--- config.mk ---
export PLATFORM = sky130hd
export DESIGN_NAME = date_counter
export DESIGN_NICKNAME = d
export VERILOG_FILES = /design/src/rtl/calendar_pkg.sv /design/src/rtl/date_counter_month_len.sv /design/src/rtl/date_counter.sv
export SDC_FILE = /design/constraint.sdc
export NUM_CORES = 1
export LEC_CHECK = 0
export CAP_MARGIN = 20
export CORE_UTILIZATION = 43
export CTS_BUF_LIST = sky130_fd_sc_hd__clkbuf_4
export DETAILED_ROUTE_END_ITERATION = 8
export HOLD_SLACK_MARGIN = 0.08
export PLACE_DENSITY = 0.6
export SYNTH_ARGS = -nofsm -noshare
export SYNTH_HDL_FRONTEND = slang
export SYNTH_SLANG_ARGS = --single-unit
--- constraint.sdc ---
create_clock -name clk -period 6.1 [get_ports clk]
set_input_delay 0.915 -clock clk [delete_from_list [all_inputs] [get_ports clk]]
set_output_delay 0.915 -clock clk [all_outputs]
set_load 0.01 [all_outputs]
--- src/rtl/calendar_pkg.sv ---
// calendar_pkg
// Shared definitions for the date counter: field widths and bit positions of
// the packed date {year[22:9], month[8:5], day[4:0]}, month constants, the
// load-sequence FSM state enum, and small packing / leap helpers.
package calendar_pkg;

    localparam int DATE_W    = 23;
    localparam int YEAR_W    = 14;
    localparam int MONTH_W   = 4;
    localparam int DAY_W     = 5;
    localparam int RES_W     = 9;   // year % 400 fits in 9 bits
    localparam int YEAR_LSB  = 9;
    localparam int MONTH_LSB = 5;
    localparam int DAY_LSB   = 0;

    localparam logic [MONTH_W-1:0] M_JAN = 4'd1;
    localparam logic [MONTH_W-1:0] M_FEB = 4'd2;
    localparam logic [MONTH_W-1:0] M_APR = 4'd4;
    localparam logic [MONTH_W-1:0] M_JUN = 4'd6;
    localparam logic [MONTH_W-1:0] M_SEP = 4'd9;
    localparam logic [MONTH_W-1:0] M_NOV = 4'd11;
    localparam logic [MONTH_W-1:0] M_DEC = 4'd12;

    typedef enum logic [1:0] {
        S_IDLE,
        S_RESID,
        S_CHECK
    } state_e;

    typedef struct packed {
        logic [YEAR_W-1:0]  year;
        logic [MONTH_W-1:0] month;
        logic [DAY_W-1:0]   day;
    } date_t;

    function automatic date_t pack_date(logic [YEAR_W-1:0] y, logic [MONTH_W-1:0] m,
                                        logic [DAY_W-1:0] d);
        date_t r;
        r.year  = y;
        r.month = m;
        r.day   = d;
        return r;
    endfunction

    function automatic date_t unpack_date(logic [DATE_W-1:0] v);
        return pack_date(v[YEAR_LSB +: YEAR_W], v[MONTH_LSB +: MONTH_W], v[DAY_LSB +: DAY_W]);
    endfunction

    // Leap from the year's two LSBs and its mod-400 residue: divisible by 4,
    // and not a century unless the century is a multiple of 400.
    function automatic logic is_leap(logic [1:0] year_lo, logic [RES_W-1:0] r400);
        return (year_lo == 2'b00) && (r400 != 9'd100) && (r400 != 9'd200) && (r400 != 9'd300);
    endfunction

endpackage

--- src/rtl/date_counter_month_len.sv ---
// month_len
// Combinational days-in-month lookup.
//   month : 4-bit month number (values outside 1..12 report 31)
//   leap  : current year is a leap year
//   dim   : number of days in the month
module month_len
    import calendar_pkg::*;
(
    input  logic [MONTH_W-1:0] month,
    input  logic               leap,
    output logic [DAY_W-1:0]   dim
);

    always_comb begin
        dim = 5'd31;
        if (month == M_FEB)
            dim = leap ? 5'd29 : 5'd28;
        else if (month == M_APR || month == M_JUN || month == M_SEP || month == M_NOV)
            dim = 5'd30;
    end

endmodule

--- src/rtl/date_counter.sv ---
// date_counter
// Calendar register advancing one day per day_tick with Gregorian month length
// and leap handling. Leap status comes from a year-mod-400 residue kept in
// step with the year, so loads compute the residue by repeated subtraction
// (RESID state) instead of a divider.
// Optional feature macro: DATE_CNT_DEC_EN adds the day_dec port and decrement.
// Ports:
//   clk, rst_n : clock, synchronous active-low reset
//   day_tick   : advance one day (pulse)
//   day_dec    : retreat one day (pulse, DATE_CNT_DEC_EN only)
//   load       : request load of load_date (pulse, ignored while busy)
//   load_date  : {year, month, day} to load
//   now_date   : current packed date
//   leap       : current year is a leap year
//   busy       : load sequence in progress
//   load_err   : pulse, loaded date rejected
module date_counter
    import calendar_pkg::*;
#(
    parameter int RST_YEAR = 2000   // must be a multiple of 400 (residue resets to 0)
) (
    input  logic              clk,
    input  logic              rst_n,
    input  logic              day_tick,
`ifdef DATE_CNT_DEC_EN
    input  logic              day_dec,
`endif
    input  logic              load,
    input  logic [DATE_W-1:0] load_date,
    output logic [DATE_W-1:0] now_date,
    output logic              leap,
    output logic              busy,
    output logic              load_err
);

    localparam date_t RST_DATE = pack_date(YEAR_W'(RST_YEAR), M_JAN, 5'd1);

    date_t              date_q, date_d, scr_q, scr_d, inc_date;
    logic [RES_W-1:0]   r400_q, r400_d, inc_r400;
    logic [YEAR_W-1:0]  sr_q, sr_d;
    state_e             state_q, state_d;
    logic               pend_inc_q, pend_inc_d;
    logic               load_err_q, load_err_d;
    logic               inc_req, dec_req;
    logic               scr_leap, scr_ok;
    logic [DAY_W-1:0]   dim_cur, dim_scr;

    assign leap     = is_leap(date_q.year[1:0], r400_q);
    assign scr_leap = is_leap(scr_q.year[1:0], sr_q[RES_W-1:0]);

    month_len u_len_cur (.month(date_q.month), .leap(leap),     .dim(dim_cur));
    month_len u_len_scr (.month(scr_q.month),  .leap(scr_leap), .dim(dim_scr));

    // Next-day value; the 16383 -> 0 wrap forces the residue to 0 because
    // 16383 % 400 = 383 would otherwise continue to 384.
    always_comb begin
        inc_date = date_q;
        inc_r400 = r400_q;
        if (date_q.day < dim_cur) begin
            inc_date.day = date_q.day + 5'd1;
        end else if (date_q.month < M_DEC) begin
            inc_date.month = date_q.month + 4'd1;
            inc_date.day   = 5'd1;
        end else begin
            inc_date.year  = date_q.year + 14'd1;
            inc_date.month = M_JAN;
            inc_date.day   = 5'd1;
            inc_r400 = (date_q.year == '1 || r400_q == 9'd399) ? '0 : r400_q + 9'd1;
        end
    end

`ifdef DATE_CNT_DEC_EN
    date_t              dec_date;
    logic [RES_W-1:0]   dec_r400;
    logic [MONTH_W-1:0] prev_month;
    logic [DAY_W-1:0]   dim_prev;
    logic               pend_dec_q, pend_dec_d;

    assign prev_month = date_q.month - 4'd1;
    month_len u_len_prev (.month(prev_month), .leap(leap), .dim(dim_prev));

    always_comb begin
        dec_date = date_q;
        dec_r400 = r400_q;
        if (date_q.day > 5'd1) begin
            dec_date.day = date_q.day - 5'd1;
        end else if (date_q.month > M_JAN) begin
            dec_date.month = prev_month;
            dec_date.day   = dim_prev;
        end else begin
            dec_date.year  = date_q.year - 14'd1;
            dec_date.month = M_DEC;
            dec_date.day   = 5'd31;
            if (date_q.year == '0)
                dec_r400 = 9'd383;
            else
                dec_r400 = (r400_q == '0) ? 9'd399 : r400_q - 9'd1;
        end
    end
`endif

    assign scr_ok = (scr_q.month >= M_JAN) && (scr_q.month <= M_DEC) &&
                    (scr_q.day >= 5'd1) && (scr_q.day <= dim_scr);

    always_comb begin
        date_d     = date_q;
        r400_d     = r400_q;
        scr_d      = scr_q;
        sr_d       = sr_q;
        state_d    = state_q;
        pend_inc_d = pend_inc_q;
        load_err_d = 1'b0;
        inc_req    = 1'b0;
        dec_req    = 1'b0;
`ifdef DATE_CNT_DEC_EN
        pend_dec_d = pend_dec_q;
`endif
        case (state_q)
            S_IDLE: begin
                // Fresh pulses and ticks held over from a load merge here.
                inc_req    = day_tick | pend_inc_q;
                pend_inc_d = 1'b0;
`ifdef DATE_CNT_DEC_EN
                dec_req    = day_dec | pend_dec_q;
                pend_dec_d = 1'b0;
`endif
                if (inc_req && !dec_req) begin
                    date_d = inc_date;
                    r400_d = inc_r400;
                end
`ifdef DATE_CNT_DEC_EN
                else if (dec_req && !inc_req) begin
                    date_d = dec_date;
                    r400_d = dec_r400;
                end
`endif
                if (load) begin
                    scr_d   = unpack_date(load_date);
                    sr_d    = load_date[YEAR_LSB +: YEAR_W];
                    state_d = S_RESID;
                end
            end
            S_RESID, S_CHECK: begin
                pend_inc_d = pend_inc_q | day_tick;
`ifdef DATE_CNT_DEC_EN
                pend_dec_d = pend_dec_q | day_dec;
`endif
                if (state_q == S_RESID) begin
                    if (sr_q >= 14'd400)
                        sr_d = sr_q - 14'd400;
                    else
                        state_d = S_CHECK;
                end else begin
                    if (scr_ok) begin
                        date_d = scr_q;
                        r400_d = sr_q[RES_W-1:0];
                    end else begin
                        load_err_d = 1'b1;
                    end
                    state_d = S_IDLE;
                end
            end
            default: state_d = S_IDLE;
        endcase
    end

    always_ff @(posedge clk) begin
        if (!rst_n) begin
            date_q     <= RST_DATE;
            r400_q     <= '0;
            scr_q      <= '0;
            sr_q       <= '0;
            state_q    <= S_IDLE;
            pend_inc_q <= 1'b0;
            load_err_q <= 1'b0;
`ifdef DATE_CNT_DEC_EN
            pend_dec_q <= 1'b0;
`endif
        end else begin
            date_q     <= date_d;
            r400_q     <= r400_d;
            scr_q      <= scr_d;
            sr_q       <= sr_d;
            state_q    <= state_d;
            pend_inc_q <= pend_inc_d;
            load_err_q <= load_err_d;
`ifdef DATE_CNT_DEC_EN
            pend_dec_q <= pend_dec_d;
`endif
        end
    end

    assign now_date = date_q;
    assign busy     = (state_q != S_IDLE);
    assign load_err = load_err_q;

endmodule
* Yosys cells after proc, flatten, opt, wreduce, memory -nomap -nowiden
Cells that the tools add are included.
** Word-level totals
- Output and inout bits :: 26
- Bits in registers :: 73
- Bits of input ports :: 27
- Word-level logic and storage cells :: 115
** Operators by class
- Muxes and demuxes :: 31
- Reductions and logical operators :: 29
- Equality and inequality tests :: 29
- Bitwise logic cells :: 3
- Add/subtract/negate cells :: 5
- Order comparisons :: 7
** Operators by type and width (number)
- $mux 23 :: 3
- $mux 9 :: 7
- $mux 14 :: 4
- $pmux 23 s2 :: 1
- $pmux 14 s2 :: 1
- $mux 18 :: 1
- $ne 9x7->1 const B :: 2
- $ne 9x8->1 const B :: 2
- $ne 9x9->1 const B :: 2
- $pmux 9 s2 :: 1
- $eq 4x3->1 const B :: 4
- $eq 4x4->1 const B :: 4
- $ne 2x2->1 const B :: 8
- $mux 5 :: 3
- $add 14x1->14 const B :: 1
- $eq 14x14->1 const B :: 1
- $ge 14x9->1 const B :: 1
- $sub 14x9->14 const B :: 1
- $add 9x1->9 const B :: 1
- $eq 9x9->1 const B :: 1
- $logic_and 1x1->1 :: 9
- $eq 4x2->1 const B :: 2
- $reduce_and 4->1 :: 2
- $logic_or 1x1->1 :: 7
- 24 further kinds :: 35

* Logic depth before layout (Yosys ltp)
- Depth after elaboration :: 11
- Gate-level depth with buffers :: 17
- Mapped depth without buffers :: 15

* Modules after synthesis
A second synthesis with hierarchy kept.
** Unflattened totals
- Cell total of the unflattened synthesis :: 573
- Area total of the unflattened synthesis :: 4471.8 µm²
** By module, submodules not included
- date_counter :: seq. area each 1461.4 µm², cells each 555, area an instance 4346.7 µm², instances 1
- month_len :: seq. area each 0.0 µm², cells each 9, area an instance 62.6 µm², instances 2

* Worst setup path before layout
Ideal clock, no wire load.
- Kind :: register -> register
- From :: reg sr_q[4]
- To :: reg date_q (netlist bit now_date[15])
- Slack :: 3.040 ns
- Data required time :: 5.965 ns
- Buffers on the path :: 2
- Library setup time :: 0.135 ns
- Arrival time :: 2.924 ns
- Clock period less this slack :: 3.060 ns
- Stages on the path, launching flop included :: 18
- Path through :: dfxtp_1 > inv_1 > ha_1 > nand2_1 > o21ai_0 > a31oi_1 > o41ai_1 > a21oi_1 > o32a_1 > ha_1 > nand2b_1 > a221oi_1 > o31ai_4 > and2_1 > buf_6 > buf_6 > a311oi_1 > a31oi_1
** Between the ends
- Word-level cells in the longest chain between the ends :: 10
- Elaborated cells between the ends (all ways) :: 12
- Those cells by class :: order compare: 1; eq/ne: 4; mux: 2; reduce/logical: 5
** Ends and longest elaborated chain
- start: declaration :: line date_counter.sv:40 : logic [YEAR_W-1:0] sr_q, sr_d;
- start signal: assignment :: line date_counter.sv:183 : sr_q <= sr_d;
- $ne 9x7->1 :: line calendar_pkg.sv:52 : return (year_lo == 2'b00) && (r400 != 9'd100) && (r400 != 9'd200) && (r400 != 9'd300);
- $logic_and 1x1->1 (2 in series) :: line calendar_pkg.sv:52
- $logic_and 1x1->1 (*) :: line calendar_pkg.sv:52
- $mux 1 (*) :: line date_counter_month_len.sv:17 : dim = leap ? 5'd29 : 5'd28;
- $mux 5 (*) :: line date_counter_month_len.sv:16 : if (month == M_FEB)
- $le 5x5->1 (*) :: line date_counter.sv:103 : (scr_q.day >= 5'd1) && (scr_q.day <= dim_scr);
- $logic_and 1x1->1 (*) :: line date_counter.sv:103
- $ne 2x2->1 (no line) (*)
- $reduce_and 6->1 (no line) (*)
- end signal: assignment :: line date_counter.sv:180 : date_q <= date_d;
- end: declaration :: line date_counter.sv:38 : date_t date_q, date_d, scr_q, scr_d, inc_date;
Mark *: on every way between the ends. The rest lies on a longest branch, timed or not.
A chain may end at the register's enable or synchronous reset.

* Worst setup path after layout
- From :: reg sr_q[4]
- To :: reg r400_q[0]
** Between the ends
- Word-level cells in the longest chain between the ends :: 10
- Elaborated cells between the ends (all ways) :: 12
- Those cells by class :: order compare: 1; eq/ne: 4; mux: 2; reduce/logical: 5
** Ends and longest elaborated chain
- $ne 9x7->1 :: line calendar_pkg.sv:52
- $logic_and 1x1->1 (2 in series) :: line calendar_pkg.sv:52
- $logic_and 1x1->1 (*) :: line calendar_pkg.sv:52
- $mux 1 (*) :: line date_counter_month_len.sv:17
- $mux 5 (*) :: line date_counter_month_len.sv:16
- $le 5x5->1 (*) :: line date_counter.sv:103
- $logic_and 1x1->1 (*) :: line date_counter.sv:103
- $ne 2x2->1 (no line) (*)
- $reduce_and 6->1 (no line) (*)
- end signal: assignment :: line date_counter.sv:181 : r400_q <= r400_d;
- end: declaration :: line date_counter.sv:39 : logic [RES_W-1:0] r400_q, r400_d, inc_r400;
Marked as above.

==> summary.txt <==
Outcome
  • Status: finished, final reports clean

Setup path
  • Setup CP Type: reg2reg
  • FF-to-FF setup slack: 2.20 ns
  • Setup crit start kind: register
  • CP Data Arrival Time: 4.25 ns
  • FF-to-FF path depth: 14
  • Required @ worst endpoint: 6.45 ns
  • Setup crit end kind: register
  • R2r endpoint: r400_q[0]
  • CP Max Fanout: 19
  • Worst R2R Start: sr_q[4]

Logic synthesis
  • Cell with the most instances after synthesis: nand2_1
  • Register area share after synthesis: 33.5%
  • Syn. warnings: 0
  • Fraction of registers with async set/reset: 0%
  • Synth area leader: dfxtp_1
  • Share of the synthesized area in the top cell type: 33.5%
  • Cells after Synth: 561
  • Post-synth EDFFs: 0
  • Post-Syn Area per Cell: 7.79 um2
  • Post-synth top cells: nand2_1, dfxtp_1, a21oi_1
  • Synthesized net count: 608
  • #FFs+latches synth: 73
  • Netlist Area Pre-Place: 0.00437 mm2
  • Synth cell types: 71
  • Ys flop type: dfxtp_1
  • Top cells by area, synth: dfxtp_1, nand2_1, ha_1

Pwr
  • Clk network pwr share: about 16%
  • Worst vdd ir: about 0.00039 V
  • Sequential power share: 35.3%
  • Int Power: approximately 1.0 mW
  • Sw power: 896 uW
  • PwrDens: 385 mW/mm2
  • Leakage: 1.83 nW
  • Comb pwr share: 48.7%
  • Sw Share: 46.1%

Routing
  • DRC viols: 0
  • Via count: 4262
  • Drt pass-1 iters: 4
  • WL final: 12400 um
  • WL per Instance: 17.0 um
  • Drt initial violations: 194
  • Vias per cell: 5.85
  • Antenna violation net count after detailed routing: 0

Clock network
  • H-tree depth: 3
  • Root Buffer: clkbuf_4
  • CTS buffer count: 9
  • Clock Pin Slew Worst Setup and Hold Paths: 0.13 ns
  • CTS resizes: 0
  • Longest Clk Path Bufs: 2
  • # hold bufs at CTS: 0
  • Clk_lat worst skew: about 0.43 ns
  • CTS tree: done
  • Clock sinks: 73
  • Setup Buffers After CTS: 0

Floorplan
  • IO Pins: 53
  • Starting Density: 44.5%
  • CORE AREA: 0.00982 mm2
  • Die X: 103 um
  • Die Y: roughly 100 um
  • Floorplan row count: 36
  • Die area: 0.0106 mm2

Place
  • Post-DP HPWL: around 8500 um
  • RD Place Congestion: 0.842
  • Number of port buffers: 52

STA
  • Slew at the pin with the worst max-slew slack: 0.997 ns
  • Skew final: 0.0195 ns
  • RSZ-0062 raised after global routing: false
  • Final setup TNS: 0 ns
  • Min Tclk post-route: 3.90 ns
  • Fin Hold WS: around 0.47 ns
  • Max Clock Freq: 0.256 GHz
  • # setup viols final: 0
  • Final hold viol count: 0
  • Slew HR: 33.0%
  • Final Max Slew Viols: 0
  • Final period util: approximately 64%

Global route
  • Met3 Resource Use GR: 4.81%
  • Global Route met2 Usage: 39.0%
  • Vias in the first global route: 3872
  • Largest net degree at the start of global routing: 64
  • Gr busiest metal: met2
  • Grt ovf: 0
  • Routing usage on met1: a little over a third
  • Initial antenna violation count: 0
  • Total Routing Usage GR: 24.7%
  • First-pass GRT wire length: 20100 um

Flow run
  • Max cap viols: 0

Min path
  • HP Start: scr_q[13]
  • WHS Path Cells: 2
  • Hold crit path type: reg2reg
  • Worst hold endpoint: scr_q[13]

Finish
  • Share of post-route cells with drive strength above 1: 7.56%
  • Layout Nets: 638
  • # diodes: 0
  • Area delta synth->final: 15.6%
how the worst max path moves through the flow:
stage	from	end	depth (start not counted)
after detailed placement	sr_q[4]	now_date[14]	14
after global placement	sr_q[4]	now_date[11]	14
final	sr_q[4]	r400_q[0]	14
after floorplan	sr_q[4]	now_date[15]	17
after CTS	sr_q[4]	r400_q[0]	14
after global routing	sr_q[4]	now_date[11]	14
stage by stage:
step,util [%],power [mW],instances,instance area (um2),setup slack [ns]
4_1_cts,51.4,1.95,727,5040,2.18
2_1_floorplan,-,1.37,561,4370,3.04
3_3_place_gp,50.0,1.62,712,4910,2.35
3_5_place_dp,50.0,1.64,712,4910,2.22
6_report,51.4,1.94,728,5050,2.20
5_1_grt,51.4,2.09,728,5050,1.92
cell type report:
| class | instances | area (um2) |
|---|---|---|
| sequential | 73 | 1460 |
| fill | 1005 | 4770 |
| timing repair buffer | 57 | 558 |
| inverter | 26 | 97.6 |
| clock buffer | 9 | 67.6 |
| clock inverter | 6 | 68.8 |
| multi-input combinational | 424 | 2630 |
| tap | 133 | 166 |
registers in the layout, indices dropped and copies added (netlist names):
name        flops
load_err        1
state_q         2
pend_inc_q      1
r400_q          9
scr_q          23
sr_q           14
now_date       23
power by group through the flow:
stage	Clock (mW)	Combinational, mW	Sequential, mW
after floorplan	0	0.704	0.667
after global placement	0	0.930	0.690
after detailed placement	0	0.943	0.693
after CTS	0.320	0.945	0.682
after global routing	0.336	1.05	0.700
final	0.311	0.947	0.685
cells in the final DEF (no fill, tap or decap), types with 5 or more instances in the layout:
| master | synthesis | layout |
|---|---|---|
| buf_4 | 0 | 5 |
| inv_1 | 25 | 25 |
| o21ai_0 | 23 | 23 |
| nand3_1 | 19 | 19 |
| clkdlybuf4s50_1 | 0 | 52 |
| and2_1 | 5 | 5 |
| clkbuf_4 | 0 | 9 |
| a21oi_1 | 45 | 45 |
| nor3_1 | 13 | 13 |
| o32ai_1 | 6 | 6 |
| a211oi_1 | 9 | 9 |
| nand4_1 | 5 | 5 |
| mux2i_1 | 10 | 10 |
| o211ai_1 | 7 | 7 |
| o31ai_1 | 12 | 12 |
| nor2_1 | 33 | 33 |
| a31oi_1 | 14 | 14 |
| nand2b_1 | 7 | 7 |
| ha_1 | 20 | 19 |
| nand2_1 | 108 | 108 |
| dfxtp_1 | 73 | 73 |
worst max-delay path, stage by stage, from the launching register on:
cell and delay [ns]:
dfxtp_1 0.38, inv_1 0.14, ha_1 0.17, nand2_1 0.05
o21ai_0 0.14, a31oi_1 0.09, o41ai_1 0.28, a21oi_1 0.11
o32a_1 0.30, ha_1 0.28, a221oi_1 0.11, o31ai_4 0.37
and2_1 0.72, nand2_1 0.37, a211oi_1 0.31
per-layer routing:
metal,up-vias,part of all wire (%)
met5,-,0
met4,0,0.23
met3,7,5.7
met2,112,45
met1,2025,49
li1,2118,-
kinds of logic after synthesis:
logic type / after synthesis / synth area share (%)
AND/OR/NAND/NOR: 218 / 23.2
AO/OA/AOI/OAI: 176 / 28.9
flip-flops: 73 / 33.5
buffers and inverters: 64 / 6.36
adder cells (fa/ha/maj): 20 / 5.73
multiplexers: 10 / 2.29
(Power assumes the default switching activity.)
